`config.mk`:
```
export PLATFORM = sky130hd
export DESIGN_NAME = hex_key_entry
export DESIGN_NICKNAME = d
export VERILOG_FILES = /design/src/rtl/hex_key_entry_pkg.sv /design/src/rtl/key_debouncer.sv /design/src/rtl/hex_key_entry.sv
export SDC_FILE = /design/constraint.sdc
export NUM_CORES = 1
export LEC_CHECK = 0
export CORE_ASPECT_RATIO = 1.25
export CORE_MARGIN = 2
export CORE_UTILIZATION = 45
export CTS_CLUSTER_SIZE = 40
export DETAILED_ROUTE_END_ITERATION = 8
export PLACE_DENSITY = 0.76
export SLEW_MARGIN = 20
export SYNTH_ARGS = -nofsm -noshare
export SYNTH_HDL_FRONTEND = slang
export SYNTH_HIERARCHICAL = 1
export SYNTH_SLANG_ARGS = --single-unit
```
`constraint.sdc`:
```
create_clock -name i_clk -period 3.8 [get_ports i_clk]
set_clock_uncertainty 0.2 [all_clocks]
set_input_delay 0.76 -clock i_clk [delete_from_list [all_inputs] [get_ports i_clk]]
set_output_delay 0.76 -clock i_clk [all_outputs]
set_load 0.005 [all_outputs]
```
`src/rtl/hex_key_entry_pkg.sv`:
```
// Shared types, widths and helpers for the hex key entry block.
package hex_key_entry_pkg;

    localparam int unsigned NIBBLE_W   = 4;
    localparam int unsigned WORD_W     = 32;
    localparam int unsigned MAX_DIGITS = 8;
    localparam int unsigned CNT_W      = 4;

    // Raw and debounced key level when the button is not pressed
    localparam logic KEY_RELEASED = 1'b1;

    typedef enum logic {
        S_ENTRY,
        S_HOLD
    } state_t;

    // Shift a new nibble in at the low end of the word
    function automatic logic [WORD_W-1:0] push_nibble(input logic [WORD_W-1:0]   word,
                                                      input logic [NIBBLE_W-1:0] nib);
        return {word[WORD_W-NIBBLE_W-1:0], nib};
    endfunction

endpackage

```
`src/rtl/key_debouncer.sv`:
```
// Synchronises an active-low raw button, debounces it and emits one pulse per press.
module key_debouncer
    import hex_key_entry_pkg::*;
#(
    parameter int unsigned DEBOUNCE_CYCLES = 50000
) (
    input  logic i_clk,
    input  logic i_rst_n,
    input  logic i_key_n,
    output logic o_press
);

    localparam int unsigned DB_W = (DEBOUNCE_CYCLES > 2) ? $clog2(DEBOUNCE_CYCLES) : 1;
    localparam logic [DB_W-1:0] DB_LAST = DB_W'(DEBOUNCE_CYCLES - 1);

    logic            sync_meta;
    logic            sync;
    logic            level;
    logic [DB_W-1:0] db_cnt;

    // Two-flop synchroniser, stability counter and press pulse on the accepted falling level
    always_ff @(posedge i_clk or negedge i_rst_n) begin
        if (!i_rst_n) begin
            sync_meta <= KEY_RELEASED;
            sync      <= KEY_RELEASED;
            level     <= KEY_RELEASED;
            db_cnt    <= '0;
            o_press   <= 1'b0;
        end else begin
            sync_meta <= i_key_n;
            sync      <= sync_meta;
            o_press   <= 1'b0;
            if (sync != level) begin
                if (db_cnt == DB_LAST) begin
                    level   <= sync;
                    db_cnt  <= '0;
                    o_press <= (sync != KEY_RELEASED);
                end else begin
                    db_cnt <= db_cnt + DB_W'(1);
                end
            end else begin
                db_cnt <= '0;
            end
        end
    end

endmodule

```
`src/rtl/hex_key_entry.sv`:
```
// Nibble-by-nibble hex word entry from switches and buttons, committed over valid/ready.
module hex_key_entry
    import hex_key_entry_pkg::*;
#(
    parameter int unsigned DEBOUNCE_CYCLES = 50000,
    parameter int unsigned NUM_DIGITS      = MAX_DIGITS
) (
    input  logic                i_clk,
    input  logic                i_rst_n,
    input  logic [NIBBLE_W-1:0] i_sw,
    input  logic                i_key_push,
    input  logic                i_key_back,
    input  logic                i_key_enter,
    output logic [WORD_W-1:0]   o_entry,
    output logic [CNT_W-1:0]    o_digit_cnt,
    output logic [WORD_W-1:0]   o_value,
    output logic                o_valid,
    input  logic                i_ready
);

    localparam logic [CNT_W-1:0] DIGITS_FULL = CNT_W'(NUM_DIGITS);

    logic   press_push;
    logic   press_back;
    logic   press_enter;
    state_t state;

    key_debouncer #(.DEBOUNCE_CYCLES(DEBOUNCE_CYCLES)) u_db_push (
        .i_clk   (i_clk),
        .i_rst_n (i_rst_n),
        .i_key_n (i_key_push),
        .o_press (press_push)
    );

    key_debouncer #(.DEBOUNCE_CYCLES(DEBOUNCE_CYCLES)) u_db_back (
        .i_clk   (i_clk),
        .i_rst_n (i_rst_n),
        .i_key_n (i_key_back),
        .o_press (press_back)
    );

    key_debouncer #(.DEBOUNCE_CYCLES(DEBOUNCE_CYCLES)) u_db_enter (
        .i_clk   (i_clk),
        .i_rst_n (i_rst_n),
        .i_key_n (i_key_enter),
        .o_press (press_enter)
    );

    // Entry/hold FSM: edits the word from key events (ENTER > BACK > PUSH), then holds until accepted
    always_ff @(posedge i_clk or negedge i_rst_n) begin
        if (!i_rst_n) begin
            state       <= S_ENTRY;
            o_entry     <= '0;
            o_digit_cnt <= '0;
            o_value     <= '0;
            o_valid     <= 1'b0;
        end else begin
            case (state)
                S_ENTRY: begin
                    if (press_enter) begin
                        o_value <= o_entry;
                        o_valid <= 1'b1;
                        state   <= S_HOLD;
                    end else if (press_back) begin
                        if (o_digit_cnt != '0) begin
                            o_entry     <= o_entry >> NIBBLE_W;
                            o_digit_cnt <= o_digit_cnt - CNT_W'(1);
                        end
                    end else if (press_push) begin
                        if (o_digit_cnt < DIGITS_FULL) begin
                            o_entry     <= push_nibble(o_entry, i_sw);
                            o_digit_cnt <= o_digit_cnt + CNT_W'(1);
                        end
                    end
                end
                S_HOLD: begin
                    if (o_valid && i_ready) begin
                        o_valid     <= 1'b0;
                        o_entry     <= '0;
                        o_digit_cnt <= '0;
                        state       <= S_ENTRY;
                    end
                end
                default: state <= S_ENTRY;
            endcase
        end
    end

endmodule
```
==> key figures <==
Status
  – Status: finished clean

Worst setup path
  – Maximum fanout along the worst path: 7
  – Cells along the critical path: clkdlybuf4s50_1
  – Worst Path Buf+Inv: 1
  – Crit path max-delay family: buffers and inverters
  – Setup crit start: o_digit_cnt[0]
  – Max incr delay on CP: 0.61 ns
  – Slowest CP cell: clkdlybuf4s50_1
  – CP Capture Type: primary output
  – Setup crit end: o_digit_cnt[0]
  – Crit. path cell count: 1
  – Crit Path Class: register to primary output
  – Worst Path Arrival: 1.52 ns
  – Critical Path Source Type: register
  – R2R setup slack: ~1.5 ns
  – Worst r2r src: u_db_back/o_press
  – RR Endpoint: o_entry[13]
  – Worst Path Required: 2.84 ns
  – R2R depth: 4

Routing
  – Routed WL per cell: ~16 µm
  – Post-DRT Antenna Nets: 0
  – First-pass detailed-route iteration total: 5
  – DRC: 0
  – Drt total wl: 11.82 mm
  – Via-per-instance ratio: 5.378
  – DRT iter0 DRCs: 159
  – Routed via count: slightly below 4000

Yosys
  – Post-synth ARST share: between 90% and 100%
  – Syn nets: between 400 and 500
  – Ys Warns: 6
  – Synthesized area: 5998 µm²
  – Largest family of logic cells by synthesized area: simple AND/OR/NAND/NOR gates
  – Number of library cell types mapped by synthesis: 45
  – Top FF cell, synth: dfrtp_1
  – Mux cell area share after synthesis: between 10% and 20%
  – Post-synthesis sequential area ratio: 54.42%
  – Post-synth EDFFs: 0
  – Synth Area in XOR/XNOR: 6.425%
  – #FFs+latches synth: 130
  – Simple-Gate Fraction of Synth Area: about an eighth
  – Synth Area in Adders: under 10%
  – Synth Instances: 463
  – Compound-Gate Fraction of Synth Area: about a tenth
  – Mean Syn Cell Area: roughly 13 µm²

CTS
  – CTS clk-pin slew, worst paths: roughly 0.060 ns
  – Post-CTS sizing: 0
  – CTS buffer count: 17
  – Clk sinks: 130
  – H-tree level count: 4
  – Clk root buf: clkbuf_16
  – Total setup buffers inserted after CTS: 0
  – TritonCTS clock tree: done
  – Clock buffer depth: 2
  – Skew-Pair Late Insertion Delay: 0.41 ns

Timing
  – Fmax: 0.4038 GHz
  – Fin crit period: about 2.5 ns
  – RSZ-0062 raised after global routing: false
  – Final period util: between 60% and 70%
  – Hold WS: between 0.15 and 0.2 ns
  – Fin Setup TNS: 0 ns
  – Max_slew headroom: 58.53%
  – Pins Over Slew Limit: 0
  – Worst slew pin tran: just over 0.6 ns
  – Final hold violation count: 0
  – Setup violators final: 0

Job
  – Max Cap Viol: 0

Die
  – Core Area: 13110 µm²
  – Die area: between 10000 and 15000 µm²
  – Die H: roughly 130 µm
  – Die X-Extent: around 110 µm
  – Top Ports: 79
  – FP Rows: 47
  – Effective utilization at floorplan: between 40% and 50%

Global routing
  – Gr ovfl total: 0
  – Vias in the first global route: about 4000
  – First-pass GRT wire length: roughly 20 mm
  – GR Util All Layers: roughly 18%
  – Initial antenna violation count: 0
  – Largest net degree at the start of global routing: 72

Finish
  – Diode count: 0
  – Fill cell count: 1050
  – Nets: 567
  – Layout cells sized above 1: 22.06%
  – Synthesis-to-layout area growth: 26.76%

Placed design
  – Placer Congestion: 0.8104
  – Post-DP HPWL: 8.031 mm
  – IO Port Bufs: 78

Pwr
  – Pwr Density: 445.4 nW/µm²
  – Peak VDD IR: approximately 0.35 mV
  – Leakage power: roughly 3.1 nW

Worst hold path
  – Worst Hold Class: register to register
[worst min-delay path by stage]
| stage | slack (ns) | end | start | cells past startpoint |
|---|---|---|---|---|
| after CTS | 0.16 | u_db_enter/sync | u_db_enter/sync_meta | 0 |
| final | 0.16 | u_db_enter/sync | u_db_enter/sync_meta | 0 |
| after global routing | 0.16 | u_db_enter/sync | u_db_enter/sync_meta | 0 |
| after detailed placement | 0.15 | u_db_push/sync | u_db_push/sync_meta | 0 |
| after floorplan | 0.15 | u_db_back/sync | u_db_back/sync_meta | 0 |
| after global placement | 0.15 | u_db_enter/sync | u_db_enter/sync_meta | 0 |
[cells by family after synthesis]
group | Yosys count
adder cells (fa/ha/maj) | 7
flip-flops | 130
buffers and inverters | 31
multiplexers | 64
XOR/XNOR | 44
AO/OA/AOI/OAI | 49
AND/OR/NAND/NOR | 138
[area by class of cell]
cell class	instances	area (µm²)	area share, %
repair buffers	85	858.3	11.29
inverters	14	52.55	0.6911
multi-input cells	302	2565	33.73
clock inverters	12	205.2	2.699
flip-flops and latches	130	3266	42.95
clock buffers	19	442.9	5.825
well taps	171	214.0	2.814
[routing by layer]
| layer | global-route usage [%] | wire (µm) |
|---|---|---|
| met5 | 0 | 0 |
| met4 | 5.483 | 171 |
| met3 | 4.483 | 527 |
| met2 | 29.15 | 5917 |
| met1 | 23.60 | 5208 |
[cell usage after synthesis, types with 5 or more instances]
library cell | instances | area, µm²
o2bb2ai_2 | 30 | 450.4
dfstp_2 | 9 | 236.5
mux2i_1 | 29 | 290.3
mux2_2 | 30 | 337.8
buf_6 | 6 | 67.56
inv_1 | 14 | 52.55
nor2_1 | 52 | 195.2
xor2_1 | 9 | 78.83
ha_1 | 6 | 75.07
nand4_1 | 6 | 37.54
nand3_1 | 12 | 60.06
nor4_1 | 9 | 56.30
nand4_2 | 6 | 75.07
nand2_1 | 7 | 26.28
and3_1 | 6 | 37.54
nor4bb_1 | 6 | 60.06
xnor2_1 | 35 | 306.5
buf_2 | 7 | 35.03
nor3_1 | 12 | 60.06
dfrtp_1 | 121 | 3028
mux2_1 | 5 | 56.30
[cells in the final DEF (no fill, tap or decap), types with 5 or more instances in the layout]
master / Yosys / final
and3_1: 6 / 6
buf_4: 0 / 5
bufinv_16: 0 / 5
clkbuf_16: 0 / 17
clkdlybuf4s50_1: 0 / 77
dfrtp_1: 121 / 120
dfstp_2: 9 / 9
ha_1: 6 / 6
inv_1: 14 / 14
mux2_1: 5 / 5
mux2_2: 30 / 30
mux2i_1: 29 / 29
nand2_1: 7 / 7
nand3_1: 12 / 12
nand4_1: 6 / 6
nand4_2: 6 / 6
nor2_1: 52 / 52
nor3_1: 12 / 12
nor4_1: 9 / 9
nor4bb_1: 6 / 6
o2bb2ai_2: 30 / 30
xnor2_1: 35 / 35
xor2_1: 9 / 9
[metrics by stage]
step / std cells / setup WS [ns] / power [mW] / utilization [%] / instance area (µm²)
floorplan: 463 / 1.513 / 1.557 / - / 5998
global placement: 700 / 1.234 / 1.614 / 52.81 / 6925
detailed placement: 700 / 1.204 / 1.619 / 52.81 / 6925
CTS: 732 / 1.174 / 3.407 / 57.83 / 7584
global route: 733 / 1.241 / 3.511 / 57.98 / 7604
finish: 733 / 1.324 / 3.386 / 57.98 / 7604
[timing repair]
item                       in CTS  in global routing
setup endpoints to repair       0                  0
hold endpoints to repair        9                  0
hold buffers                    1                  0
[registers in the layout, summed over array words and instances (netlist names), 4 cells and up]
register,flops
u_db_push/db_cnt,16
u_db_back/db_cnt,16
o_entry,32
o_value,32
u_db_enter/db_cnt,16
o_digit_cnt,4
[where the power goes]
part           leakage, nW  internal (mW)  switching [mW]  total [mW]
clock                0.310           1.18           0.599        1.78
sequential            1.77           1.41          0.0281        1.44
combinational         1.02         0.0658           0.103       0.168
total                 3.10           2.66           0.729        3.39
Power figures use the tool's default switching activity.
